`config.mk`:
```
export PLATFORM = sky130hd
export DESIGN_NAME = stopwatch_ctrl
export DESIGN_NICKNAME = d
export VERILOG_FILES = /design/src/rtl/stopwatch_ctrl.sv
export SDC_FILE = /design/constraint.sdc
export NUM_CORES = 1
export LEC_CHECK = 0
export CORE_ASPECT_RATIO = 0.6
export CORE_MARGIN = 2
export CORE_UTILIZATION = 65
export CTS_BUF_LIST = sky130_fd_sc_hd__clkbuf_8
export DETAILED_ROUTE_END_ITERATION = 7
export HOLD_SLACK_MARGIN = 0.05
export PLACE_DENSITY = 0.84
export SYNTH_ARGS = -nofsm -noshare
export SYNTH_HDL_FRONTEND = slang
export SYNTH_SLANG_ARGS = --single-unit
```
`constraint.sdc`:
```
create_clock -name clk -period 3.55 [get_ports clk]
set_input_delay 0.355 -clock clk [delete_from_list [all_inputs] [get_ports clk]]
set_output_delay 0.355 -clock clk [all_outputs]
set_load 0.02 [all_outputs]
```
`src/rtl/stopwatch_ctrl.sv`:
```
// stopwatch_ctrl: debounces the board buttons and sequences the stopwatch datapath (IDLE/RUN/PAUSE).
// Defining STOPWATCH_ADJUST_EN adds the ADJUST state with its adj_mode/adj_sel/adj_inc outputs.
module stopwatch_ctrl #(
  parameter int CLK_HZ     = 100_000_000,
  parameter int TICK_HZ    = 1,
  parameter int DEB_CYCLES = 500_000
) (
  input  logic       clk,
  input  logic       reset,
  input  logic       btn_start,
  input  logic       btn_clear,
  input  logic       btn_adj,
  input  logic       btn_sel,
  output logic       count_en,
  output logic       clear,
  output logic       running,
  output logic       paused,
  output logic       adj_mode,
  output logic       adj_sel,
  output logic       adj_inc,
  output logic       blink,
  output logic [1:0] state
);
  localparam int DIV    = CLK_HZ / TICK_HZ;
  localparam int HALF   = DIV / 2;
  localparam int DIV_W  = $clog2(DIV);
  localparam int HALF_W = $clog2(HALF + 1);
  localparam int DEB_W  = $clog2(DEB_CYCLES + 1);

  localparam int B_START = 0;
  localparam int B_CLEAR = 1;
`ifdef STOPWATCH_ADJUST_EN
  localparam int B_ADJ = 2;
  localparam int B_SEL = 3;
  localparam int NB    = 4;
`else
  localparam int NB    = 2;
`endif

  typedef enum logic [1:0] {
    IDLE   = 2'b00,
    RUN    = 2'b01,
    PAUSE  = 2'b10,
    ADJUST = 2'b11
  } state_t;

  logic [NB-1:0] btn_raw;
`ifdef STOPWATCH_ADJUST_EN
  assign btn_raw = {btn_sel, btn_adj, btn_clear, btn_start};
`else
  logic unused_adj_btns;
  assign btn_raw         = {btn_clear, btn_start};
  assign unused_adj_btns = btn_adj ^ btn_sel;
`endif

  logic [NB-1:0]    sync1_q, sync2_q, deb_q, deb_prev_q, press;
  logic [DEB_W-1:0] deb_cnt_q [NB];

  always_ff @(posedge clk) begin
    // NOTE: state registers use non-blocking assignments so every flop samples pre-edge values.
    if (!reset) begin
      sync1_q    <= '0;
      sync2_q    <= '0;
      deb_q      <= '0;
      deb_prev_q <= '0;
      // NOTE: the per-button counters are plain flops, not a RAM, so they reset with everything else.
      for (int i = 0; i < NB; i++) deb_cnt_q[i] <= '0;
    end else begin
      sync1_q    <= btn_raw;
      sync2_q    <= sync1_q;
      deb_prev_q <= deb_q;
      for (int i = 0; i < NB; i++) begin
        if (sync2_q[i] == deb_q[i]) begin
          deb_cnt_q[i] <= '0;
        end else if (deb_cnt_q[i] == DEB_W'(DEB_CYCLES - 1)) begin
          deb_q[i]     <= sync2_q[i];
          deb_cnt_q[i] <= '0;
        end else begin
          deb_cnt_q[i] <= deb_cnt_q[i] + 1'b1;
        end
      end
    end
  end

  // Rising edge of the debounced level only; releases are silent.
  assign press = deb_q & ~deb_prev_q;

  logic clr_p, st_p;
  assign clr_p = press[B_CLEAR];
  assign st_p  = press[B_START] & ~press[B_CLEAR];
`ifdef STOPWATCH_ADJUST_EN
  logic adj_p, sel_p, sel_d, inc_d;
  assign adj_p = press[B_ADJ] & ~press[B_CLEAR] & ~press[B_START];
  assign sel_p = press[B_SEL] & ~(press[B_CLEAR] | press[B_START] | press[B_ADJ]);
`endif

  state_t           state_q, state_d;
  logic [DIV_W-1:0] div_q, div_d;
  logic             wrap, count_en_d, clear_d;

  assign wrap  = (div_q == DIV_W'(DIV - 1));
  assign state = state_q;

  always_comb begin
    // NOTE: every signal driven here gets a default first, so no path can infer a latch.
    state_d    = state_q;
    div_d      = div_q;
    clear_d    = 1'b0;
    count_en_d = (state_q == RUN) && wrap && !clr_p;
`ifdef STOPWATCH_ADJUST_EN
    sel_d      = adj_sel;
    inc_d      = 1'b0;
`endif
    case (state_q)
      IDLE: begin
        if (clr_p) begin
          clear_d = 1'b1;
          div_d   = '0;
        end else if (st_p) begin
          state_d = RUN;
          div_d   = '0;
        end
`ifdef STOPWATCH_ADJUST_EN
        else if (adj_p) begin
          state_d = ADJUST;
          sel_d   = 1'b0;
        end
`endif
      end
      RUN: begin
        div_d = wrap ? '0 : div_q + 1'b1;
        if (clr_p) begin
          state_d = IDLE;
          clear_d = 1'b1;
          div_d   = '0;
        end else if (st_p) begin
          state_d = PAUSE;
        end
      end
      PAUSE: begin
        if (clr_p) begin
          state_d = IDLE;
          clear_d = 1'b1;
          div_d   = '0;
        end else if (st_p) begin
          state_d = RUN;  // divider kept: resume mid-period
        end
`ifdef STOPWATCH_ADJUST_EN
        else if (adj_p) begin
          state_d = ADJUST;
          sel_d   = 1'b0;
        end
`endif
      end
      ADJUST: begin
`ifdef STOPWATCH_ADJUST_EN
        if (clr_p) begin
          state_d = IDLE;
          clear_d = 1'b1;
          div_d   = '0;
          sel_d   = 1'b0;
        end else if (st_p) begin
          inc_d = 1'b1;
        end else if (adj_p) begin
          state_d = PAUSE;
        end else if (sel_p) begin
          sel_d = ~adj_sel;
        end
`else
        state_d = IDLE;
`endif
      end
      default: state_d = IDLE;
    endcase
  end

  always_ff @(posedge clk) begin
    if (!reset) begin
      state_q  <= IDLE;
      div_q    <= '0;
      count_en <= 1'b0;
      clear    <= 1'b0;
      running  <= 1'b0;
      paused   <= 1'b0;
    end else begin
      state_q  <= state_d;
      div_q    <= div_d;
      count_en <= count_en_d;
      clear    <= clear_d;
      running  <= (state_d == RUN);
      paused   <= (state_d == PAUSE);
    end
  end

`ifdef STOPWATCH_ADJUST_EN
  always_ff @(posedge clk) begin
    if (!reset) begin
      adj_mode <= 1'b0;
      adj_sel  <= 1'b0;
      adj_inc  <= 1'b0;
    end else begin
      adj_mode <= (state_d == ADJUST);
      adj_sel  <= sel_d;
      adj_inc  <= inc_d;
    end
  end
`else
  assign adj_mode = 1'b0;
  assign adj_sel  = 1'b0;
  assign adj_inc  = 1'b0;
`endif

  logic [HALF_W-1:0] blink_cnt_q;

  always_ff @(posedge clk) begin
    if (!reset) begin
      blink_cnt_q <= '0;
      blink       <= 1'b0;
    end else if (blink_cnt_q == HALF_W'(HALF - 1)) begin
      blink_cnt_q <= '0;
      blink       <= ~blink;
    end else begin
      blink_cnt_q <= blink_cnt_q + 1'b1;
    end
  end
endmodule

```
==> metrics.md, run 1 <==
| Metric | Value |
|---|---|
| Unrepaired setup endpoints after global routing | `no` |
| Clk_skew | `6.378 ps` |
| HPWL Detailed | `6670 um` |
| FFs w/ async S/R, synth | `0` |
| Worst EP arrival | `2610 ps` |
| Rel. slew slack | `0.3668` |
| Hold Violations, Final | `0` |
| Startpoint types | `flop` |
| Drt pass-1 iters | `5` |
| I/O pin count | `16` |
| Slew Viols, Final | `0` |
| Min Tclk post-route | `between 2000 and 2500 ps` |
| Pin count of the biggest net entering global routing | `27` |
| Core box area | `between 7000 and 8000 um2` |
| CTS tree | `yes` |
| Crit Path Max Fanout | `26` |
| Worst VDD drop | `261.5 uV` |
| Drt total wl | `9493 um` |
| Chip width | `~120 um` |
| Global-route wire length before repair | `~17,000 um` |
| Site Rows | `24` |
| CTS Buf Count | `9` |
| Critical path data required time | `roughly 3800 ps` |
| GPL Wtd Cong | `approximately 0.85` |
| FF+latch count, synth | `106` |
| Most used DFF post-synth | `dfxtp_1` |
| Average size of a mapped cell | `9.518 um2` |
| Max cap viols | `0` |
| Remaining DRCs | `0` |
| Post-synth cell types | `47` |
| Yosys warns | `0` |
| Post-synth top cells | `nor2_1, dfxtp_1, xor2_1, edfxtp_1, nand2_1` |
| Nets | `590` |
| Vias per cell | `5.659` |
| Leakage | `~2.1 nW` |
| Clock transition at path regs | `90 ps` |
| Final WS setup | `1160 ps` |
| Starting Density | `0.6866` |
| Reg2reg start | `blink_cnt_q[0]` |
| Syn Inst Count | `535` |
| Pwr Density | `382.2 nW/um2` |
| Endpoints failing setup | `0` |
| Layout cell share with drive strength beyond 1 | `0.04274` |
| Drt wl/cell | `roughly 14 um` |
| DP Worst Slack | `1119 ps` |
| Overflow after GRT | `0` |
| Root buffer cell | `clkbuf_8` |
| Tot Pwr | `2.146 mW` |
| Clock Latency Late Sink | `360 ps` |
| CTS sink count | `106` |
| Top-area cell type share of the netlist area | `0.2673` |
| Most common cell in the netlist | `nor2_1` |
| CP startpoint | `blink_cnt_q[0]` |
| Register area share after synthesis | `0.4914` |
| Setup TNS | `0 ps` |
| Top cells by area, synth | `dfxtp_1, edfxtp_1, xor2_1` |
| Post-CTS Setup Bufs | `0` |
| Antenna diode count | `0` |
| Synth area leader | `dfxtp_1` |
| Area Growth Syn to Fin | `10.25%` |
| Post-route ant nets | `0` |
| # hold bufs at CTS | `0` |
| Post-synth EDFFs | `38` |
| Die height | `72.56 um` |
| Setup crit end kind | `flop` |
| H-tree depth | `3` |
| Initial DRC count | `326` |
| Die footprint | `8582 um2` |
| Layout Utilization | `0.7569` |
| Actual slew at the worst max-slew pin | `949.9 ps` |
| Initial antenna violation count | `0` |
| Global Route Usage Sum | `0.2417` |
| Port Buffers | `10` |
| Via count | `3,899` |
| Min-Delay Path Class | `reg -> reg` |
| Fmax | `418.4 MHz` |
| Period Utilization, post-route | `0.6733` |
| Worst setup path class | `reg -> reg` |
| Post-CTS sizing | `0` |
| Mapped cell area | `5092 um2` |
| Status | `finished clean` |
| Hold Startpoint | `sync1_q[1]` |
| Longest Clk Path Bufs | `2` |
| Vias in the first global route | `3,658` |
-- critical path: stages, from the launching register on --
cell and delay [ps]:
dfxtp_1 420, ha_1 280, nand3_1 230, nor4_1 390, nand2b_1 790, nor2_1 130
-- worst paths after layout --
path | endpoint | slack (ps) | depth (start not counted)
worst max-delay path | blink_cnt_q[23] | 1160 | 5
worst min-delay path | sync2_q[1] | 450 | 1
worst max register to register | blink_cnt_q[23] | 1160 | 5
worst min register to register | sync2_q[1] | 450 | 1
-- area by class of cell --
cell class	instances	area, um2
multi-input combinational	441	2615
sequential	106	2502
fill	571	1803
tap	104	130.1
clock buffer	9	123.9
timing repair buffer	13	122.6
clock inverter	7	86.33
inverter	9	33.78
-- cells in the final DEF (no fill, tap or decap), types with 3 or more instances in the layout --
cell type        Yosys  final
nor2_1             106    106
dfxtp_1             68     68
xor2_1              57     57
conb_1               2     41
edfxtp_1            38     38
nand2_1             36     36
nand3_1             35     35
nand4_1             23     23
xnor2_1             17     17
and3_1              14     14
inv_1                9     11
a21oi_1             11     11
and4_1              10     10
clkdlybuf4s50_1      0     10
and2_1               9      9
clkbuf_8             0      9
a31oi_1              8      8
o2111ai_1            8      8
nor4b_1              7      7
o21ai_0              7      7
o211ai_1             5      5
nor3_1               4      4
nand2b_1             4      4
nor2b_1              4      4
ha_1                 4      4
nor4_2               3      3
a41oi_1              3      3
mux2i_1              3      3
nor3b_1              3      3
buf_4                3      3
-- routing by layer --
| metal | track usage | wire length, um | up-vias |
|---|---|---|---|
| met5 | 0 | 0 | - |
| met4 | 0.1044 | 181 | 0 |
| met3 | 0.05660 | 396 | 17 |
| met2 | 0.3873 | 4353 | 92 |
| met1 | 0.3196 | 4562 | 1848 |
| li1 | - | - | 1942 |
-- registers in the layout, indices dropped and copies added (netlist names), 2 cells and up --
| register | count |
|---|---|
| deb_prev_q | 2 |
| state | 2 |
| div_q | 27 |
| sync1_q | 2 |
| blink_cnt_q | 26 |
| deb_cnt_q | 38 |
| deb_q | 2 |
| sync2_q | 2 |
-- power by group --
part           leakage [nW]  internal, mW  switching, mW
combinational          1.01        0.0226         0.0414
clock                 0.116         0.391          0.386
sequential            0.941          1.28         0.0255
total                  2.07          1.69          0.453
-- metrics by stage --
stage	cell area, um2	std cells	hold slack, ps
after floorplan	5239	574	411.9
after global placement	5404	673	415.7
after detailed placement	5404	673	433.2
after CTS	5614	689	452.7
after global routing	5614	689	473.9
final	5614	689	453.3
-- logic make-up (layout without fill, tap and decap cells) --
group | after synthesis | in the layout | share of synthesized area
flip-flops | 106 | 106 | 0.4914
adder cells (fa/ha/maj) | 4 | 4 | 0.009828
AND/OR/NAND/NOR | 272 | 272 | 0.2779
AO/OA/AOI/OAI | 47 | 47 | 0.06241
buffers and inverters | 27 | 38 | 0.02383
other | 2 | 41 | 0.001475
XOR/XNOR | 74 | 74 | 0.1273
multiplexers | 3 | 3 | 0.005897
Note: power is estimated with default switching activity, not from simulation.
==> run 2: changes to the inputs <==
CORE_UTILIZATION = 64   (was 65)
PLACE_DENSITY = 0.83   (was 0.84)
clock period = 2.4 ns   (was 3.55 ns; I/O delays follow)
==> run 2 against run 1 <==
Highest routed layer unchanged. Sequential power rose by 48%. Final cell count increased by 1.9%. Critical path depth unchanged. Combinational power increased by 55%. Fmax rose by 8.6%. Largest power group unchanged. Clock skew increased by 2.2 ps. Core utilization decreased by 2.9 points. Sequential cell count unchanged. Design area up 0.98%. First-iteration DRC count is 4.3% higher.
==> metrics.md, run 2 (synthesis gave the netlist of run 1 again) <==
| Metric | Value |
|---|---|
| Max cap viols | `0` |
| Overflow after GRT | `0` |
| R2r endpoint | `deb_cnt_q[0][4]` |
| Net Sw Power | `0.7229 mW` |
| Global Route Usage Sum | `0.2333` |
| Drt wl/cell | `13.84 um` |
| Startpoint types | `flop` |
| CTS Buf Count | `9` |
| Unrepaired setup endpoints after global routing | `no` |
| Actual slew at the worst max-slew pin | `758.1 ps` |
| Endpoints failing setup | `0` |
| Chip width | `119.2 um` |
| Clock share of power | `0.340` |
| GPL Wtd Cong | `0.8244` |
| Most common cell after layout, fill and taps aside | `nor2_1` |
| R2R setup slack | `just under 200 ps` |
| Worst r2r path cells | `5` |
| CP top delay family | `simple AND/OR/NAND/NOR gates` |
| Initial antenna violation count | `0` |
| Post-route ant nets | `0` |
| Final cell count without fillers | `702` |
| Crit path capture | `deb_cnt_q[0][4]` |
| Via count | `3,949` |
| Nets | `599` |
| H-tree depth | `3` |
| Max reg flops | `38` |
| Area Growth Syn to Fin | `11.33%` |
| Reg2reg start | `deb_cnt_q[0][10]` |
| Vias per cell | `5.625` |
| Pwr Density | `541.8 nW/um2` |
| Comb power frac | `0.032` |
| Clock transition at path regs | `approximately 100 ps` |
| Pin count of the biggest net entering global routing | `27` |
| CP Depth | `5` |
| Setup crit end kind | `flop` |
| Biggest cell delay along the critical path | `610 ps` |
| P_int | `about 2.3 mW` |
| Drt total wl | `9715 um` |
| Die height | `73.10 um` |
| Initial DRC count | `340` |
| Fmax | `~450 MHz` |
| Die footprint | `roughly 8700 um2` |
| Min Tclk post-route | `approximately 2200 ps` |
| Crit Path Max Fanout | `19` |
| Final WS setup | `about 200 ps` |
| Clock Latency Late Sink | `about 380 ps` |
| Crit-path cells | `nor4b_1 > nand2_1 > or4_1 > nand3_2 > nor2_1` |
| CTS sink count | `roughly 110` |
| Worst setup path class | `reg -> reg` |
| WP buf/inv | `0` |
| Hold_ws | `445.6 ps` |
| Layout cell share with drive strength beyond 1 | `0.06061` |
| Sequential power share | `0.628` |
| Inst Count DP | `between 600 and 700` |
| Critical path's slowest cell | `or4_1` |
| Min-Delay Path Class | `reg -> reg` |
| Period Utilization, post-route | `0.9173` |
| Starting Density | `0.6538` |
| CTS tree | `yes` |
| Global-route wire length before repair | `roughly 16,000 um` |
| Port Buffers | `10` |
| Worst EP arrival | `2330 ps` |
| Switch share | `0.2353` |
| Remaining DRCs | `0` |
| Status | `finished clean` |
| Core box area | `7789 um2` |
| Most frequent cells in the layout | `nor2_1, dfxtp_1, xor2_1, conb_1, edfxtp_1` |
| Longest Clk Path Bufs | `2` |
| Critical path data required time | `2530 ps` |
| Drt pass-1 iters | `5` |
| Vias in the first global route | `between 3,000 and 4,000` |
| DP Worst Slack | `-1.622 ps` |
| Biggest register | `deb_cnt_q` |
| Root buffer cell | `clkbuf_8` |
| Rel. slew slack | `0.4930` |
| HPWL Detailed | `6853 um` |
| CP startpoint | `deb_cnt_q[0][10]` |
| Worst VDD drop | `463.9 uV` |
| I/O pin count | `16` |
| Slew Viols, Final | `0` |
| Top Registers | `deb_cnt_q x38, div_q x27, blink_cnt_q x26` |
| Hold Violations, Final | `0` |
| Fillers | `589` |
| Site Rows | `25` |
| Tot Pwr | `3.072 mW` |
| # hold bufs at CTS | `0` |
| Clk_skew | `8.605 ps` |
| Antenna diode count | `0` |
| Leakage | `2.091 nW` |
## run 2: cell count changes in the layout (fill, tap and decap cells not counted)
cell and change:
inv_1 -2, inv_8 +1, clkinv_1 +1, clkinv_2 -2, a31oi_1 -1, buf_4 +9, clkinvlp_4 +1, clkbuf_8 +1
bufinv_16 -2, inv_6 +2, a31oi_2 +1
## run 2: per-layer routing
layer  vias to the layer above  part of all wire  GRT usage
met5                         -                 0          0
met4                         0            0.0097    0.05423
met3                        12             0.049    0.05781
met2                        92              0.47     0.4036
met1                      1883              0.48     0.3007
li1                       1962                 -          -
## run 2: metrics by stage
step	TNS, ps	utilization	area [um2]
finish	0	0.7279	5669
global route	0	0.7279	5669
CTS	0	0.7279	5669
detailed placement	-1.622	0.7031	5477
global placement	0	0.7031	5477
floorplan	0	-	5239
## run 2: what timing repair did
action | in CTS | in global routing
setup buffers | 0 | 0
endpoints found under the setup margin | 1 | 0
resized for setup | 1 | 0
## run 2: how the worst min path moves through the flow
stage	slack, ps	to	startpoint	cells past startpoint
global route	440	sync1_q[0]	btn_start	2
finish	450	sync2_q[1]	sync1_q[1]	1
CTS	450	sync2_q[1]	sync1_q[1]	1
global placement	420	sync2_q[0]	sync1_q[0]	1
floorplan	370	sync1_q[0]	btn_start	1
detailed placement	420	sync2_q[1]	sync1_q[1]	1
## run 2: area by class of cell
type	count	area, um2	area share
Tap cell	108	135.1	0.02384
Clock buffer	10	137.6	0.02428
Clock inverter	6	48.80	0.008607
Timing Repair Buffer	22	190.2	0.03355
Sequential cell	106	2502	0.4414
Multi-Input combinational cell	441	2621	0.4624
Inverter	9	33.78	0.005959
## run 2: power by group through the flow
stage	clock (mW)	combinational, mW	sequential, mW
4_1_cts	1.07	0.0968	1.93
6_report	1.04	0.0991	1.93
2_1_floorplan	0	0.0807	1.96
3_3_place_gp	0	0.0942	1.97
5_1_grt	1.13	0.112	1.94
3_5_place_dp	0	0.0962	1.97
